File: src/rtl/uart_mmio_pkg.sv
// uart_mmio_ctrl shared definitions.
// Register addresses and status bit positions.
package uart_mmio_pkg;

  localparam logic [31:0] TX_STAT_ADDR = 32'h8000_0000;
  localparam logic [31:0] RX_STAT_ADDR = 32'h8000_0004;
  localparam logic [31:0] TX_DATA_ADDR = 32'h8000_0008;
  localparam logic [31:0] RX_DATA_ADDR = 32'h8000_000C;
  localparam logic [31:0] CYCLE_ADDR   = 32'h8000_0010;

  localparam int TX_RDY_BIT = 0;
  localparam int TX_OVR_BIT = 1;
  localparam int RX_VLD_BIT = 0;
  localparam int RX_CNT_LSB = 8;

  // Word-aligned match; byte offset bits are ignored.
  function automatic logic addr_hit(
    input logic [31:0] a,
    input logic [31:0] base
  );
    return a[31:2] == base[31:2];
  endfunction

endpackage

File: src/rtl/io_sync_fifo.sv
// Single-clock FIFO for received UART bytes.
// Occupancy counter is one bit wider than the pointers.
module io_sync_fifo #(
  parameter int WIDTH = 8,
  parameter int DEPTH = 8,
  localparam int AW = $clog2(DEPTH)
) (
  input  logic             clk,
  input  logic             rst,
  input  logic             push,
  input  logic             pop,
  input  logic [WIDTH-1:0] din,
  output logic [WIDTH-1:0] dout,
  output logic             full,
  output logic             empty,
  output logic [AW:0]      count
);

  logic [WIDTH-1:0] r_mem [DEPTH];
  logic [AW-1:0]    r_wr_ptr;
  logic [AW-1:0]    r_rd_ptr;
  logic [AW:0]      r_count;
  logic             w_push;
  logic             w_pop;

  assign full   = r_count == (AW+1)'(DEPTH);
  assign empty  = r_count == '0;
  assign count  = r_count;
  assign dout   = r_mem[r_rd_ptr];
  assign w_push = push && !full;
  assign w_pop  = pop && !empty;

  // Storage write; contents need no reset.
  always_ff @(posedge clk) begin
    if (w_push) r_mem[r_wr_ptr] <= din;
  end

  // Pointers wrap naturally at the power-of-two depth.
  always_ff @(posedge clk) begin
    if (rst) begin
      r_wr_ptr <= '0;
      r_rd_ptr <= '0;
      r_count  <= '0;
    end else begin
      if (w_push) r_wr_ptr <= r_wr_ptr + 1'b1;
      if (w_pop)  r_rd_ptr <= r_rd_ptr + 1'b1;
      unique case ({w_push, w_pop})
        2'b10:   r_count <= r_count + 1'b1;
        2'b01:   r_count <= r_count - 1'b1;
        default: r_count <= r_count;
      endcase
    end
  end

endmodule

File: src/rtl/uart_mmio_ctrl.sv
// MMIO UART controller for the 0x8000_00xx region.
// RX FIFO, single TX holding register, cycle counter.
module uart_mmio_ctrl
  import uart_mmio_pkg::*;
#(
  parameter int RX_DEPTH = 8,
  parameter int CNT_W    = 32
) (
  input  logic        clk,
  input  logic        rst,
  input  logic [31:0] addr,
  input  logic        re,
  input  logic        we,
  input  logic [31:0] wdata,
  output logic [31:0] rdata,
  input  logic [7:0]  uart_rx_data,
  input  logic        uart_rx_valid,
  output logic        uart_rx_ready,
  output logic [7:0]  uart_tx_data,
  output logic        uart_tx_valid,
  input  logic        uart_tx_ready
);

  localparam int AW = $clog2(RX_DEPTH);

  logic [31:0]    r_rdata;
  logic [7:0]     r_tx_data;
  logic           r_tx_valid;
  logic           r_tx_ovr;
  logic [CNT_W-1:0] r_cnt;

  logic           w_sel_txstat;
  logic           w_sel_rxstat;
  logic           w_sel_txdata;
  logic           w_sel_rxdata;
  logic           w_sel_cycle;
  logic           w_rx_push;
  logic           w_rx_pop;
  logic [7:0]     w_rx_head;
  logic           w_rx_full;
  logic           w_rx_empty;
  logic [AW:0]    w_rx_count;
  logic [31:0]    w_rd_val;
  logic           w_unused;

  assign w_sel_txstat = addr_hit(addr, TX_STAT_ADDR);
  assign w_sel_rxstat = addr_hit(addr, RX_STAT_ADDR);
  assign w_sel_txdata = addr_hit(addr, TX_DATA_ADDR);
  assign w_sel_rxdata = addr_hit(addr, RX_DATA_ADDR);
  assign w_sel_cycle  = addr_hit(addr, CYCLE_ADDR);

  assign w_rx_push = uart_rx_valid && !w_rx_full;
  assign w_rx_pop  = re && w_sel_rxdata && !w_rx_empty;
  assign w_unused  = ^{wdata[31:8], addr[1:0]};

  assign uart_rx_ready = !w_rx_full;
  assign uart_tx_data  = r_tx_data;
  assign uart_tx_valid = r_tx_valid;
  assign rdata         = r_rdata;

  io_sync_fifo #(
    .WIDTH (8),
    .DEPTH (RX_DEPTH)
  ) u_rx_fifo (
    .clk   (clk),
    .rst   (rst),
    .push  (w_rx_push),
    .pop   (w_rx_pop),
    .din   (uart_rx_data),
    .dout  (w_rx_head),
    .full  (w_rx_full),
    .empty (w_rx_empty),
    .count (w_rx_count)
  );

  // Load data mux from pre-edge state.
  always_comb begin
    w_rd_val = '0;
    unique case (1'b1)
      w_sel_txstat: begin
        w_rd_val[TX_RDY_BIT] = !r_tx_valid;
        w_rd_val[TX_OVR_BIT] = r_tx_ovr;
      end
      w_sel_rxstat: begin
        w_rd_val[RX_VLD_BIT]           = !w_rx_empty;
        w_rd_val[RX_CNT_LSB +: 8]      = 8'(w_rx_count);
      end
      w_sel_rxdata: begin
        if (!w_rx_empty) w_rd_val[7:0] = w_rx_head;
      end
      w_sel_cycle:  w_rd_val = 32'(r_cnt);
      default:      w_rd_val = '0;
    endcase
  end

  // Registered load data, held while no load is issued.
  always_ff @(posedge clk) begin
    if (rst)     r_rdata <= '0;
    else if (re) r_rdata <= w_rd_val;
  end

  // TX holding register; a completing handshake frees it for a same-cycle store.
  always_ff @(posedge clk) begin
    if (rst) begin
      r_tx_valid <= 1'b0;
      r_tx_data  <= '0;
      r_tx_ovr   <= 1'b0;
    end else begin
      if (we && w_sel_txdata) begin
        if (!r_tx_valid || uart_tx_ready) begin
          r_tx_data  <= wdata[7:0];
          r_tx_valid <= 1'b1;
        end else begin
          r_tx_ovr   <= 1'b1;
        end
      end else if (r_tx_valid && uart_tx_ready) begin
        r_tx_valid <= 1'b0;
      end
      if (we && w_sel_txstat) r_tx_ovr <= 1'b0;
    end
  end

  // Free-running cycle counter; a store clears it.
  always_ff @(posedge clk) begin
    if (rst || (we && w_sel_cycle)) r_cnt <= '0;
    else                            r_cnt <= r_cnt + CNT_W'(1);
  end

endmodule

File: config.mk
export PLATFORM = sky130hd
export DESIGN_NAME = uart_mmio_ctrl
export DESIGN_NICKNAME = d
export VERILOG_FILES = /design/src/rtl/uart_mmio_pkg.sv /design/src/rtl/io_sync_fifo.sv /design/src/rtl/uart_mmio_ctrl.sv
export SDC_FILE = /design/constraint.sdc
export NUM_CORES = 1
export LEC_CHECK = 0
export CORE_ASPECT_RATIO = 1.5
export CORE_MARGIN = 1.5
export CORE_UTILIZATION = 50
export CTS_BUF_LIST = sky130_fd_sc_hd__clkbuf_4
export CTS_CLUSTER_DIAMETER = 200
export CTS_CLUSTER_SIZE = 25
export DETAILED_ROUTE_END_ITERATION = 8
export GPL_TIMING_DRIVEN = 1
export PLACE_DENSITY = 0.77
export SLEW_MARGIN = 30
export SYNTH_ARGS = -nofsm -noshare
export SYNTH_HDL_FRONTEND = slang
export SYNTH_HIERARCHICAL = 1
export SYNTH_SLANG_ARGS = --single-unit
export TNS_END_PERCENT = 20
File: constraint.sdc
create_clock -name clk -period 4.54 [get_ports clk]
set_clock_uncertainty 0.1 [all_clocks]
set_input_delay 1.135 -clock clk [delete_from_list [all_inputs] [get_ports clk]]
set_output_delay 1.135 -clock clk [all_outputs]
set_load 0.05 [all_outputs]
After elaboration in Yosys (flattened, before gate mapping):

Memory sizes are Yosys's and may differ from the RTL's. A register that Yosys moved wholly into a read port is not among the register bits.
Cells that the tools add are included.

* add/sub/neg operators: 5
* multiply operators: 0
* divide/modulo/power cells: 0
* magnitude comparators: 0
* equal/unequal tests: 9
* shifts and indexed selects: 0
* mux-type cells: 14
* bitwise operators: 1
* reduce and logical (&&, ||, !) cells: 21

Operators with widths (number)
* $eq 30x30->1 const B: 5
* $add 32x1->32 const B: 1
* $mux 16: 1
* $pmux 8 s2: 1
* $pmux 6 s2: 1
* $logic_and 1x1->1: 9
* $mux 8: 1
* $pmux 4 s2: 1
* $add 3x1->3 const B: 2
* $mux 3: 2
* $reduce_and 2->1: 3
* $mux 1: 5
* $add 4x1->4 const B: 1
* $eq 4x4->1 const B: 1
* $logic_not 4->1: 1
* $pmux 1 s4: 1
* $reduce_bool 2->1: 2
* $sub 4x1->4 const B: 1
* $logic_not 1->1: 3
* $pmux 1 s3: 1
* $eq 2x1->1 const B: 1
* $eq 2x2->1 const B: 1
* $logic_or 1x1->1: 2
* $ne 2x1->1 const B: 1
* other kinds (2): 2

* flip-flop bits (word level): 84
* bits in latches: 0
* RAM bits: 64
* bits in read-only memories: 0
* input port bits: 78
* output and inout port bits: 42
* word-level logic and storage cells: 59
* memories: 1

Memories
* u_rx_fifo.r_mem: depth 8, bits a word 8, read ports 1, clocked after Yosys merged registers in 1, wr ports 1, line io_sync_fifo.sv:19 `logic [WIDTH-1:0] r_mem [DEPTH];`

Logic depth before layout (Yosys ltp):

Gate-level depths: netlist of the first run.

* depth after elaboration: 6
* mapped depth: 14
* mapped depth without buffers: 12

Cells and area by module:

The synthesis of the first run kept the hierarchy.

Modules (own cells, without submodules)
* uart_mmio_ctrl: instances 1, cells an instance 369, area an instance 3338.2 µm², seq. area each 1481.4 µm²
* io_sync_fifo: instances 1, cells an instance 167, area an instance 3151.8 µm², seq. area each 2182.1 µm²

Least setup slack after synthesis of the first run:

No wires, ideal clock.

* path kind: in2reg
* start: input addr[23]
* end: register u_rx_fifo.r_count[2], in the netlist u_rx_fifo/count[2]
* library setup time: 70 ps
* arrival time: 3568 ps
* required time: 4370 ps
* path slack: 802 ps
* cell stages on the path: 12
* buffers on the path: 1
* cells stage by stage: nor4_1 and3_1 clkbuf_1 and4_1 o41a_1 ha_1 xor2_1 ha_1 a21oi_1 xor2_1 or3_1 a21oi_1

* longest elaborated chain between the ends: 6
* elaborated cells between the ends (all ways): 8
* classes of those cells: eq/ne: 3; mux: 1; reduce/logical: 4

Ends and longest elaborated chain
* start, declared: line uart_mmio_ctrl.sv:11 `input logic [31:0] addr,`
* $eq 30x30->1 *: line uart_mmio_pkg.sv:21 `return a[31:2] == base[31:2];`
* $logic_and 1x1->1 * (2 in series): line uart_mmio_ctrl.sv:53 `assign w_rx_pop = re && w_sel_rxdata && !w_rx_empty;`
* named net w_rx_pop: line uart_mmio_ctrl.sv:38 `logic w_rx_pop;`
* $logic_and 1x1->1 *: line io_sync_fifo.sv:31 `assign w_pop = pop && !empty;`
* named net u_rx_fifo.w_pop: line io_sync_fifo.sv:24 `logic w_pop;`
* $eq 2x1->1 or $eq 2x2->1 (tied branches): line io_sync_fifo.sv:47 `unique case ({w_push, w_pop})`
* $pmux 4 s2 or $reduce_bool 2->1 (tied branches)
* end signal, assigned: line io_sync_fifo.sv:48 `2'b10: r_count <= r_count + 1'b1;`
* end signal, assigned: line io_sync_fifo.sv:49 `2'b01: r_count <= r_count - 1'b1;`
* end signal, assigned: line io_sync_fifo.sv:50 `default: r_count <= r_count;`
* end, declared: line io_sync_fifo.sv:22 `logic [AW:0] r_count;`

The timed path passes the listed nets; every way through them passes the cells marked *.
A chain may end at the register's enable or synchronous reset.

Worst setup path after layout of the first run:

* start: input addr[18]
* end: register u_rx_fifo.r_count[2], in the netlist u_rx_fifo/count[2]

The elaborated chain is that of the path after synthesis.

==> summary.md, run 1 <==
| Metric | Value |
|---|---|
| RSZ-0062 raised after global routing | no |
| H-Tree Depth | 4 |
| Yosys Warn Count | 6 |
| Hold Violations, Final | 0 |
| Synth Net Count | 620 |
| Fillers | 947 |
| Global route overflow | 0 |
| Iter 0 DRT Violations | 294 |
| Clock Latency Late Sink | 530 ps |
| Internal power | 1.944 mW |
| Post-synth EDFFs | 64 |
| Sequential share of the synthesized area | 56.45% |
| Antenna viol nets, final | 0 |
| Critical path type | in2reg |
| Die ar. | 13690 um2 |
| Worst Hold Class | reg2reg |
| Synthesized area | 6490 um2 |
| Hold-fix buffers, CTS | 0 |
| TritonRoute pass-1 iters | 7 |
| CP required | 4900 ps |
| Largest net degree at the start of global routing | 30 |
| Maximum fanout along the worst path | 5 |
| CTS tree | built |
| Slew Viols, Final | 0 |
| Slowest CP cell | nor4_1 |
| Sw power | 0.5647 mW |
| Post-synthesis register bit count | 151 |
| Starting density of the core | between 50% and 60% |
| Crit path launch type | primary input |
| Most common cell in the synthesized netlist | dfxtp_1 |
| Reg power frac | 57.7% |
| Ys async rst share | 0% |
| Relative slew margins | 44.63% |
| Worst setup EP type | register |
| Pwr Total | roughly 2.5 mW |
| Combinational power share | 5.5% |
| Status | completed |
| Ports | 120 |
| Clk pwr share | 36.8% |
| Cell Pwr Density | 317.9 nW/um2 |
| CP max stage delay | 410 ps |
| CTS Buf Count | 17 |
| Max-cap viol count | 0 |
| Worst EP arrival | approximately 4300 ps |
| Post-synth top area cell | edfxtp_1 |
| Post-CTS Setup Inserts | 0 |
| Ys flop type | dfxtp_1 |
| Root buf cell | clkbuf_4 |
| Longest Clk Path Bufs | 2 |
| Mux cell area share after synthesis | 8.039% |
| Post-synthesis simple-gate area fraction | 16.35% |
| Post-synthesis xor/xnor area fraction | 2.950% |
| Synth Area per Inst | 12.11 um2 |
| Sw Ratio | between 20 and 25% |
| Leak pwr | 2.596 nW |
| Cell variety after synth | 63 |
| Area share of the largest cell type after synthesis | 29.61% |
| F_max | approximately 260 MHz |
| Final setup fails | 0 |
| Final nets | 710 |
| Drt drc | 0 |
| Cell Rows | 50 |
| Vias | 4734 |
| Tmin final | 3894 ps |
| Worst-path clk slew | 120 ps |
| Overall Global Routing Usage | 21.44% |
| Top cells by count, synth | dfxtp_1, edfxtp_1, nor2_1, a21oi_1, nand4_1 |
| Synth Area in Compound Gates | 11.49% |
| CTS Sinks | 151 |
| Wirelength per Cell | 17.79 um |
| Core ar. | 12570 um2 |
| DP HPWL | 9945 um |
| Vias in the first global route | ~4.7k |
| Post-Route WL | 14160 um |
| Post-synthesis adder-cell area fraction | under 10% |
| CP cell instances | clkdlybuf4s50_1, nor4_1, buf_4, and3_1, and4_1, o41a_1, ha_1, xor2_1, ha_1, a21oi_1, xor2_1, or3_1, a21oi_1 |
| Worst slew pin tran | 827.5 ps |
| IO Port Bufs | 93 |
| Tcrit/Tclk final | 85.78% |
| Die Ht | 142.5 um |
| Largest family of logic cells by synthesized area | simple AND/OR/NAND/NOR gates |
| Syn Inst Count | 536 |
| Worst vdd ir | 273.1 uV |
| Fin Setup TNS | 0 ps |
| Via density | about 5.9 |
| Layout cells sized above 1 | a little over an eighth |
| CTS resizes | 0 |
| First-pass GRT wire length | 22330 um |
| Antenna violations before repair | 1 |
| Final weighted congestion in routability-driven placement | about 0.8 |
| Synth top area cells | edfxtp_1, dfxtp_1, mux4_1 |
| Die Span X | 96.03 um |
| Area Growth Syn to Fin | 21.57% |
[worst max-delay path, delay by kind of cell]
family	cells	cell delay, ps
AND/OR/NAND/NOR	4	1130
buffers and inverters	2	590
adder cells (fa/ha/maj)	2	510
AO/OA/AOI/OAI	3	500
XOR/XNOR	2	380
[routing by layer]
layer  routed length [um]  GRT usage (%)  vias up
met5                    0              0        -
met4                  290          8.746        0
met3                  713          4.327       27
met2                 7603          38.92      154
met1                 5556          23.80     2293
li1                     -              -     2260
[cells in the final DEF, fill, tap and decap left out, types with 6 or more instances in the layout]
cell type	n
clkdlybuf4s50_1	92
inv_1	8
xor2_1	15
nand2b_1	9
buf_4	16
dfxtp_1	86
mux2_2	9
or4_1	8
o21ai_0	11
mux4_2	8
nand3_1	13
and4_1	9
nor3_1	12
a22o_1	24
nand2_1	19
ha_1	6
clkbuf_4	17
edfxtp_1	64
nand4_1	27
o31ai_1	18
nor2b_1	6
nor4_1	11
a22oi_1	6
nor2_1	32
a21oi_1	29
mux4_1	8
[power by group through the flow]
stage               registers, mW  logic (mW)  clock network, mW
finish                       1.45       0.138              0.922
global route                 1.45       0.151              0.997
CTS                          1.45       0.140              0.941
detailed placement           1.48       0.139                  0
global placement             1.48       0.134                  0
floorplan                    1.47      0.0696                  0
[sequential cells by signal (all words and copies together) (netlist names), named ones only]
name / cells
u_rx_fifo/r_mem: 64
r_tx_ovr: 1
r_cnt: 32
u_rx_fifo/r_wr_ptr: 3
rdata: 32
u_rx_fifo/count: 4
uart_tx_valid: 1
uart_tx_data: 8
u_rx_fifo/r_rd_ptr: 3
[worst paths after layout]
| kind | startpoint | to | slack (ps) | cells after the start |
|---|---|---|---|---|
| min | rdata[1]$_SDFFE_PP0P_ | rdata[1]$_SDFFE_PP0P_ | 380 | 2 |
| min reg2reg | rdata[1]$_SDFFE_PP0P_ | rdata[1]$_SDFFE_PP0P_ | 380 | 2 |
| max reg2reg | u_rx_fifo/count[1]$_SDFFE_PP0P_ | u_rx_fifo/count[2]$_SDFFE_PP0P_ | 1420 | 12 |
| max | addr[18] | u_rx_fifo/count[2]$_SDFFE_PP0P_ | 650 | 13 |
[through the flow]
step / hold slack [ps] / cell area (um2) / utilization (%) / setup slack [ps] / std cells
after floorplan: 336.9 / 6490 / - / 802.3 / 536
after global placement: 347.5 / 7557 / 60.10 / 291.8 / 763
after detailed placement: 364.4 / 7562 / 60.14 / 169.7 / 763
after CTS: 386.5 / 7891 / 62.76 / 638.9 / 795
after global routing: 403.6 / 7890 / 62.75 / 434.9 / 796
final: 382.4 / 7890 / 62.75 / 645.8 / 796
[cells by family (layout without fill, tap and decap cells)]
group | after synthesis | after routing
and+or+nand+nor | 177 | 177
DFF | 151 | 151
AOI/OAI and AO/OA | 107 | 107
buffers and inverters | 46 | 149
muxes | 28 | 28
xor gates and xnor gates | 21 | 21
adders and majority gates | 6 | 6
other | 0 | 1
[cell type report]
| cell class | instances | area (um2) | share of cell area, % |
|---|---|---|---|
| diodes | 1 | 2.502 | 0.03172 |
| clock buffers | 17 | 127.6 | 1.618 |
| clock inverters | 15 | 201.4 | 2.553 |
| inverters | 8 | 30.03 | 0.3806 |
| multi-input cells | 339 | 2623 | 33.24 |
| flip-flops and latches | 151 | 3665 | 46.45 |
| well taps | 156 | 195.2 | 2.474 |
| repair buffers | 109 | 1046 | 13.26 |
(Power assumes the default switching activity.)
==> run 2: changes to the inputs <==
- CTS_CLUSTER_DIAMETER: 200 -> 150
==> results of run 2 <==
Final layout, timing and power as in run 1 (identical DEF).
